$ cat config.mk
export PLATFORM = sky130hd
export DESIGN_NAME = amp_i2c_target
export DESIGN_NICKNAME = d
export VERILOG_FILES = /design/src/rtl/amp_i2c_target_pkg.sv /design/src/rtl/amp_i2c_target_line_sync.sv /design/src/rtl/amp_i2c_target.sv
export SDC_FILE = /design/constraint.sdc
export NUM_CORES = 1
export LEC_CHECK = 0
export BUFFER_PORTS_ARGS = -buffer_cell sky130_fd_sc_hd__buf_2
export CAP_MARGIN = 20
export CORE_MARGIN = 1.5
export CORE_UTILIZATION = 35
export DETAILED_ROUTE_END_ITERATION = 6
export GPL_TIMING_DRIVEN = 0
export SLEW_MARGIN = 30
export SYNTH_ARGS = -nofsm -noshare
export SYNTH_HDL_FRONTEND = slang
export SYNTH_HIERARCHICAL = 1
export SYNTH_SLANG_ARGS = --single-unit
$ cat constraint.sdc
create_clock -name clk -period 2.1 [get_ports clk]
set_input_delay 0.42 -clock clk [delete_from_list [all_inputs] [get_ports clk]]
set_output_delay 0.42 -clock clk [all_outputs]
set_load 0.05 [all_outputs]
$ cat src/rtl/amp_i2c_target_pkg.sv
// Shared types and constants for the amp-config I2C target endpoint.
package amp_i2c_target_pkg;

  typedef enum logic [3:0] {
    IDLE    = 4'd0,
    DEV_ADR = 4'd1,
    ACK_DEV = 4'd2,
    REG_PTR = 4'd3,
    ACK_PTR = 4'd4,
    WR_BYTE = 4'd5,
    ACK_WR  = 4'd6,
    RD_BYTE = 4'd7,
    RD_ACK  = 4'd8
  } i2c_tgt_state_t;

  localparam logic [6:0] I2C_AMP_DEV_ADDR = 7'h20;

endpackage

$ cat src/rtl/amp_i2c_target_line_sync.sv
// Synchronizes raw SCL/SDA into clk and derives SCL edges plus START/STOP conditions.
module amp_i2c_target_line_sync #(
  parameter int SYNC_LEN = 2
) (
  input  logic clk,
  input  logic resetb,
  input  logic scl_in,
  input  logic sda_in,
  output logic sda,
  output logic scl_rise,
  output logic scl_fall,
  output logic start_det,
  output logic stop_det
);

  logic [SYNC_LEN-1:0] scl_sync;
  logic [SYNC_LEN-1:0] sda_sync;
  logic                scl_prev;
  logic                sda_prev;
  logic                scl;

  // Lines idle high, so presetting to 1 keeps reset release from looking like an edge.
  always_ff @(posedge clk) begin
    if (!resetb) begin
      scl_sync <= '1;
      sda_sync <= '1;
      scl_prev <= 1'b1;
      sda_prev <= 1'b1;
    end else begin
      // NOTE: non-blocking assignments make every flop sample the pre-edge value, forming a true shift chain.
      scl_sync <= {scl_sync[SYNC_LEN-2:0], scl_in};
      sda_sync <= {sda_sync[SYNC_LEN-2:0], sda_in};
      scl_prev <= scl_sync[SYNC_LEN-1];
      sda_prev <= sda_sync[SYNC_LEN-1];
    end
  end

  assign scl       = scl_sync[SYNC_LEN-1];
  assign sda       = sda_sync[SYNC_LEN-1];
  assign scl_rise  = scl & ~scl_prev;
  assign scl_fall  = ~scl & scl_prev;
  // Both conditions require SCL high on both samples so an SCL edge is never mistaken for them.
  assign start_det = scl & scl_prev & sda_prev & ~sda;
  assign stop_det  = scl & scl_prev & ~sda_prev & sda;

endmodule

$ cat src/rtl/amp_i2c_target.sv
// I2C target endpoint: device address match, register pointer, auto-incrementing write/read on an 8-bit register bus.
module amp_i2c_target
  import amp_i2c_target_pkg::*;
#(
  parameter logic [6:0] DEV_ADDR = I2C_AMP_DEV_ADDR,
  parameter int         SYNC_LEN = 2
) (
  input  logic       clk,
  input  logic       resetb,
  input  logic       scl_in,
  input  logic       sda_in,
  output logic       sda_oe,
  output logic [7:0] reg_addr,
  output logic [7:0] reg_wdata,
  output logic       reg_we,
  output logic       reg_re,
  input  logic [7:0] reg_rdata,
  output logic       busy,
  output logic [3:0] status
);

  logic sda, scl_rise, scl_fall, start_det, stop_det;

  amp_i2c_target_line_sync #(.SYNC_LEN(SYNC_LEN)) u_sync (
    .clk       (clk),
    .resetb    (resetb),
    .scl_in    (scl_in),
    .sda_in    (sda_in),
    .sda       (sda),
    .scl_rise  (scl_rise),
    .scl_fall  (scl_fall),
    .start_det (start_det),
    .stop_det  (stop_det)
  );

  i2c_tgt_state_t state;
  logic [2:0]     bit_cnt;
  logic           byte_full;
  logic [7:0]     shreg;
  logic           rw;
  logic           ack_bit;
  logic           receiving;

  assign receiving = (state == DEV_ADR) || (state == REG_PTR) || (state == WR_BYTE);
  assign status    = state;

  always_ff @(posedge clk) begin
    if (!resetb) begin
      state     <= IDLE;
      bit_cnt   <= 3'd7;
      byte_full <= 1'b0;
      shreg     <= '0;
      rw        <= 1'b0;
      ack_bit   <= 1'b1;
      sda_oe    <= 1'b0;
      reg_addr  <= '0;
      reg_wdata <= '0;
      reg_we    <= 1'b0;
      reg_re    <= 1'b0;
      busy      <= 1'b0;
    end else begin
      reg_we <= 1'b0;
      reg_re <= 1'b0;
      if (stop_det) begin
        state  <= IDLE;
        sda_oe <= 1'b0;
        busy   <= 1'b0;
      end else if (start_det) begin
        state     <= DEV_ADR;
        bit_cnt   <= 3'd7;
        byte_full <= 1'b0;
        sda_oe    <= 1'b0;
      end else begin
        // Incoming bits shift on the rise; the byte is acted on at the following fall so SDA moves with SCL low.
        if (receiving && scl_rise && !byte_full) begin
          shreg <= {shreg[6:0], sda};
          if (bit_cnt == 3'd0) byte_full <= 1'b1;
          else                 bit_cnt   <= bit_cnt - 3'd1;
        end
        case (state)
          DEV_ADR: if (scl_fall && byte_full) begin
            byte_full <= 1'b0;
            bit_cnt   <= 3'd7;
            if (shreg[7:1] == DEV_ADDR) begin
              state  <= ACK_DEV;
              sda_oe <= 1'b1;
              busy   <= 1'b1;
              rw     <= shreg[0];
            end else begin
              state <= IDLE;
              busy  <= 1'b0;
            end
          end
          ACK_DEV: if (scl_fall) begin
            sda_oe  <= 1'b0;
            bit_cnt <= 3'd7;
            if (rw) begin
              reg_re <= 1'b1;
              state  <= RD_BYTE;
            end else begin
              state <= REG_PTR;
            end
          end
          REG_PTR: if (scl_fall && byte_full) begin
            byte_full <= 1'b0;
            bit_cnt   <= 3'd7;
            reg_addr  <= shreg;
            sda_oe    <= 1'b1;
            state     <= ACK_PTR;
          end
          ACK_PTR: if (scl_fall) begin
            sda_oe <= 1'b0;
            state  <= WR_BYTE;
          end
          WR_BYTE: if (scl_fall && byte_full) begin
            byte_full <= 1'b0;
            bit_cnt   <= 3'd7;
            reg_wdata <= shreg;
            reg_we    <= 1'b1;
            sda_oe    <= 1'b1;
            state     <= ACK_WR;
          end
          ACK_WR: if (scl_fall) begin
            sda_oe   <= 1'b0;
            reg_addr <= reg_addr + 8'd1;
            state    <= WR_BYTE;
          end
          RD_BYTE: begin
            // reg_re is high exactly one clk after the request, which is when reg_rdata is valid.
            if (reg_re) begin
              shreg   <= reg_rdata;
              sda_oe  <= ~reg_rdata[7];
              bit_cnt <= 3'd7;
            end else if (scl_fall) begin
              if (bit_cnt == 3'd0) begin
                sda_oe <= 1'b0;
                state  <= RD_ACK;
              end else begin
                shreg   <= {shreg[6:0], 1'b0};
                sda_oe  <= ~shreg[6];
                bit_cnt <= bit_cnt - 3'd1;
              end
            end
          end
          RD_ACK: begin
            if (scl_rise) ack_bit <= sda;
            if (scl_fall) begin
              if (!ack_bit) begin
                reg_addr <= reg_addr + 8'd1;
                reg_re   <= 1'b1;
                state    <= RD_BYTE;
              end else begin
                sda_oe <= 1'b0;
                busy   <= 1'b0;
                state  <= IDLE;
              end
            end
          end
          default: state <= IDLE;
        endcase
      end
    end
  end

endmodule

After elaboration in Yosys (flattened, before gate mapping)

Index checks and enable logic that the tools add are counted.

Bits in registers: 44
Word-level logic and storage cells: 153
Bits of input ports: 12
Output and inout port bits: 24

Equality and inequality tests: 34
Reduce and logical (&&, ||, !) cells: 26
Mux-type cells: 57
Bitwise logic cells: 17
Add/sub/neg operators: 2

Operators by type and width:

| cell                                                                  | number |
|---|---|
| 8-bit two-way mux                                                     | 9 |
| 4-bit two-way mux                                                     | 9 |
| 3-bit two-way mux                                                     | 10 |
| 4-bit one-hot mux with 7 select lines                                 | 1 |
| 8-bit one-hot mux with 3 select lines                                 | 1 |
| 1-bit two-way mux                                                     | 22 |
| 3-bit != test, second input constant                                  | 6 |
| 9-bit AND reduction                                                   | 2 |
| 4-bit by 3-bit equality test with 1-bit output, second input constant | 4 |
| 2-bit != test, second input constant                                  | 8 |
| 2-bit by 1-bit != test with 1-bit output, second input constant       | 7 |
| 1-bit NOT                                                             | 10 |
| 5-bit AND reduction                                                   | 2 |
| 3-bit by 2-bit != test with 1-bit output, second input constant       | 3 |
| 3-bit one-hot mux with 3 select lines                                 | 1 |
| 3-bit OR reduction                                                    | 3 |
| 8-bit by 1-bit adder with 8-bit output, second input constant         | 1 |
| 4-bit by 2-bit equality test with 1-bit output, second input constant | 2 |
| 4-bit AND reduction                                                   | 2 |
| 8-bit AND reduction                                                   | 1 |
| 1-bit AND                                                             | 7 |
| 7-bit by 6-bit equality test with 1-bit output, second input constant | 1 |
| 7-bit AND reduction                                                   | 1 |
| 2-bit OR reduction                                                    | 3 |
| 16 further kinds                                                      | 20 |

Longest topological paths before layout

Word-level depth: 11
Gate-level depth with buffers: 8
Depth with buffers taken out: 7

Hierarchy

The synthesis kept the hierarchy.

Modules (own cells, without submodules):

| module                   | cells each | seq. area each (um^2) | instances | area an instance (um^2) |
|---|---|---|---|---|
| amp_i2c_target           | 282        | 760.7                 | 1         | 2356.0 |
| amp_i2c_target_line_sync | 16         | 120.1                 | 1         | 190.2 |

Worst setup path after synthesis

Ideal clock, no wire load.

Path type: reg2reg
Start: register state[3] (netlist: status[3])
End: register reg_addr[1]
Cell stages (with the launch flop): 8
Required time: 1.972 ns
Slack: -0.070 ns
Arrival time: 2.042 ns
Setup time: 0.128 ns
Path through: dfxtp_1 -> buf_4 -> or4b_1 -> buf_2 -> o21ai_4 -> mux2_1 -> mux2i_1 -> nor2_1

Word-level cells in the longest chain between the ends: 3

RTL lines:

| what                                                                              | RTL line              | RTL |
|---|---|---|
| start, declared                                                                   | amp_i2c_target.sv:36  | `i2c_tgt_state_t state;` |
| start signal, assigned                                                            | amp_i2c_target.sv:49  | `state <= IDLE;` |
| start signal, assigned                                                            | amp_i2c_target.sv:65  | `state <= IDLE;` |
| start signal, assigned                                                            | amp_i2c_target.sv:69  | `state <= DEV_ADR;` |
| 4-bit by 2-bit equality test with 1-bit output (tied with other cells)            | amp_i2c_target.sv:80  | `case (state)` |
| 2-bit by 1-bit != test with 1-bit output (no source line) (tied with other cells) | n/a                   |  |
| 7-bit AND reduction (no source line)                                              | n/a                   |  |
| end signal, assigned                                                              | amp_i2c_target.sv:107 | `reg_addr <= shreg;` |
| end signal, assigned                                                              | amp_i2c_target.sv:125 | `reg_addr <= reg_addr + 8'd1;` |
| end signal, assigned                                                              | amp_i2c_target.sv:149 | `reg_addr <= reg_addr + 8'd1;` |
| end, declared                                                                     | amp_i2c_target.sv:13  | `output logic [7:0] reg_addr,` |

Parallel ways exist; a longest one is shown, timed or not.
A chain may end at the register's enable or synchronous reset.

Final worst setup path

Start: register state[2] (netlist: status[2])
End: register state[0] (netlist: status[0])

Word-level cells in the longest chain between the ends: 4

RTL lines:

| what                                                                                                                      | RTL line |
|---|---|
| 4-bit by 3-bit equality test with 1-bit output                                                                            | amp_i2c_target.sv:80 |
| 2-bit OR reduction (no source line)                                                                                       | n/a |
| 3-bit by 1-bit != test with 1-bit output (no source line) / 4-bit one-hot mux with 7 select lines (equally long branches) | n/a |
| 9-bit AND reduction (no source line) / 1-bit two-way mux (equally long branches)                                          | n/a |

Parallel ways exist; a longest one is shown, timed or not.

==> results.json <==
{
  "fmax_mhz": 502,
  "start_util_pct": 36.9,
  "cts_root_buf": "clkbuf_8",
  "ios": 36,
  "firstDrtPassIters": 5,
  "cts_hold_buf": 0,
  "syn2layout_area_growth_pct": 20.5,
  "crit_buf_inv": 1,
  "cts_tree": "yes",
  "place_congestion": 0.928,
  "syn_nets": 313,
  "post_drt_wl_per_cell_um": 16.0,
  "ys_seq_area_share_pct": 34.6,
  "drc_errors": 0,
  "grt_pass1_vias": 2271,
  "placed_cells": 429,
  "ant_nets": 0,
  "synth_flop_cell": "dfxtp_1",
  "finClkSkew_ns": 0.00482,
  "hold_viol": 0,
  "cts_sinks": 44,
  "synth-edff-count": 0,
  "grt_use_total_pct": 18.8,
  "syn_avg_cell_area_um2": 8.54,
  "num_rows": 30,
  "drtIter0Drc": 232,
  "grt_antenna_before_repair": 0,
  "finalPower_uw": 2300,
  "nFillCells": 723,
  "setup_viol": 0,
  "coreArea_mm2": 0.00691,
  "drv_cap": 0,
  "crit_family": "compound AO/OA/AOI/OAI gates",
  "slew_viol_final": 0,
  "slew_headroom_pct": 64.8,
  "peakVddDrop_v": 0.000413,
  "portBuffers": 35,
  "worst_setup_path_end_kind": "flop",
  "nets": 359,
  "powerDensity_mw_per_mm2": 750,
  "syn_area_mm2": 0.00255,
  "slowest_delay_ns": 0.46,
  "yosys_warnings": 6,
  "dieArea_mm2": 0.00780,
  "fin_crit_sh_pct": 94.8,
  "rsz0062_at_grt": "false",
  "critPathLaunchType": "flop",
  "cts-htree-levels": 2,
  "fp.dieW_um": 88.3,
  "worstPathCellList": "clkbuf_4 > o21ai_0 > a2bb2oi_1 > o221ai_2 > a211o_1 > a311oi_1",
  "grt_max_degree": 16,
  "clock_latency_ns": 0.30,
  "grt_pass1_wl_mm": 11.5,
  "die_h_um": 88.3,
  "synth.distinct_cells": 67,
  "path_clk_slew_ns": 0.09,
  "layout.cells.non_filler": 441,
  "arrival_ns": 2.20,
  "synth-seq-cells": 44,
  "viasPerCell": 5.66,
  "p_leak_uw": 0.00115,
  "diodes": 0,
  "regArea_um2": 882,
  "critPathMaxFanout": 10,
  "min_path_type": "input pin to flop",
  "worst_pin_slew_ns": 0.528,
  "final_cell_mix": "43 x dfxtp_1, 40 x buf_2, 27 x a21oi_1, 25 x nand2_1, 19 x nor2_1",
  "critPathRequiredTime_ns": 2.30,
  "grt_overflow": 0,
  "period_minus_slack_ns": 1.99,
  "dp_hpwl_mm": 5.15,
  "crit_type": "flop to flop",
  "clockBufferDepth": 2,
  "wirelength_mm": 7.07,
  "outcome": "finished clean",
  "async_flop_share_pct": 0,
  "synthCells": 298,
  "vias": 2494,
  "final_common_cell": "dfxtp_1",
  "crit_slowest_cell": "dfxtp_1",
  "multi_input_comb_area_mm2": 0.00160,
  "cts_buffers": 5,
  "drive_above_1_share_pct": 24.9
}
-- worst reg2reg max path: stages (launching register included) --
cell and delay, ns:
dfxtp_1 0.46, clkbuf_4 0.28, o21ai_0 0.13, a2bb2oi_1 0.23, o221ai_2 0.24, a211o_1 0.29
a311oi_1 0.28
-- state kept, by name (all words and copies together) (netlist names), 2 cells and up --
signal	flops
u_sync/scl_sync	2
status	4
reg_wdata	8
u_sync/sda_sync	2
shreg	8
reg_addr	8
bit_cnt	3
-- layer usage --
layer  routed length, µm  share of wire, %  up-vias  GRT usage [%]
met5                   0                 0        -              0
met4                  67              0.95        0           4.83
met3                 382               5.4       13           3.26
met2                3140                44       94           28.2
met1                3480                49     1177           27.8
li1                    -                 -     1210              -
-- logic make-up after synthesis --
family	share of synthesized area, %
adder cells (fa/ha/maj)	1.47
multiplexers	5.99
AO/OA/AOI/OAI	28.1
buffers and inverters	4.91
AND/OR/NAND/NOR	24.6
flip-flops	34.6
XOR/XNOR	0.344
-- power breakdown --
part / total (µW) / leakage (µW) / internal, µW / switching [µW]
clock network: 679 / 0.0000548 / 359 / 321
registers: 905 / 0.000357 / 868 / 37.3
logic: 717 / 0.000740 / 247 / 469
total: 2300 / 0.00115 / 1470 / 827
-- synthesized netlist by cell type, types with 3 or more instances --
cell type / count / share of area [%]
a32oi_1: 4 / 1.4
o211ai_1: 3 / 0.88
nand2b_1: 11 / 2.7
buf_2: 7 / 1.4
o21ai_0: 17 / 3.3
nor2_1: 21 / 3.1
nor2b_1: 6 / 1.5
a31oi_1: 4 / 0.98
nand4b_1: 3 / 1.0
a21oi_1: 28 / 5.5
clkbuf_1: 6 / 0.88
o31a_1: 3 / 1.0
nor3_1: 4 / 0.79
inv_1: 9 / 1.3
nand2_1: 25 / 3.7
o31ai_1: 3 / 0.88
nand3_1: 8 / 1.6
dfxtp_1: 44 / 35
nor4_1: 3 / 0.74
and4b_1: 3 / 1.2
o32ai_1: 5 / 1.7
a22oi_1: 7 / 2.1
ha_1: 3 / 1.5
mux2i_1: 13 / 5.1
-- timing repair --
item	4_1_cts	5_1_grt
resized for setup	3	17
pin swaps	0	3
endpoints found under the setup margin	18	23
setup buffers	0	4
-- path summary, 6_finish.rpt --
path                                               startpoint                       endpoint  slack, ns  cells past startpoint
worst min register to register  u_sync/sda_sync[0]$_SDFF_PN1_  u_sync/sda_sync[1]$_SDFF_PN1_       0.42                      1
worst max register to register         status[2]$_SDFFE_PP0P_         status[0]$_SDFFE_PP0P_       0.11                      6
worst min-delay path                                   sda_in  u_sync/sda_sync[0]$_SDFF_PN1_       0.29                      2
worst max-delay path                   status[2]$_SDFFE_PP0P_         status[0]$_SDFFE_PP0P_       0.11                      6
-- cell type report --
| class | count | area share, % |
|---|---|---|
| buffer | 16 | 3.06 |
| multi-input combinational | 227 | 52.1 |
| clock inverter | 3 | 1.51 |
| inverter | 11 | 1.35 |
| timing repair buffer | 39 | 7.10 |
| clock buffer | 5 | 2.24 |
| tap | 96 | 3.92 |
| sequential | 44 | 28.8 |
-- through the flow --
stage / setup slack (ns) / TNS [ns] / util [%] / hold WS, ns / area [µm²]
after global placement: -0.0906 / -0.987 / 41.2 / 0.391 / 2840
after global routing: 0.00162 / 0 / 44.4 / 0.284 / 3070
final: 0.109 / 0 / 44.4 / 0.293 / 3070
after floorplan: 0.0394 / 0 / - / 0.386 / 2550
after detailed placement: -0.125 / -1.30 / 41.2 / 0.396 / 2840
after CTS: 0.0197 / 0 / 42.9 / 0.286 / 2960
(Power assumes the default switching activity.)
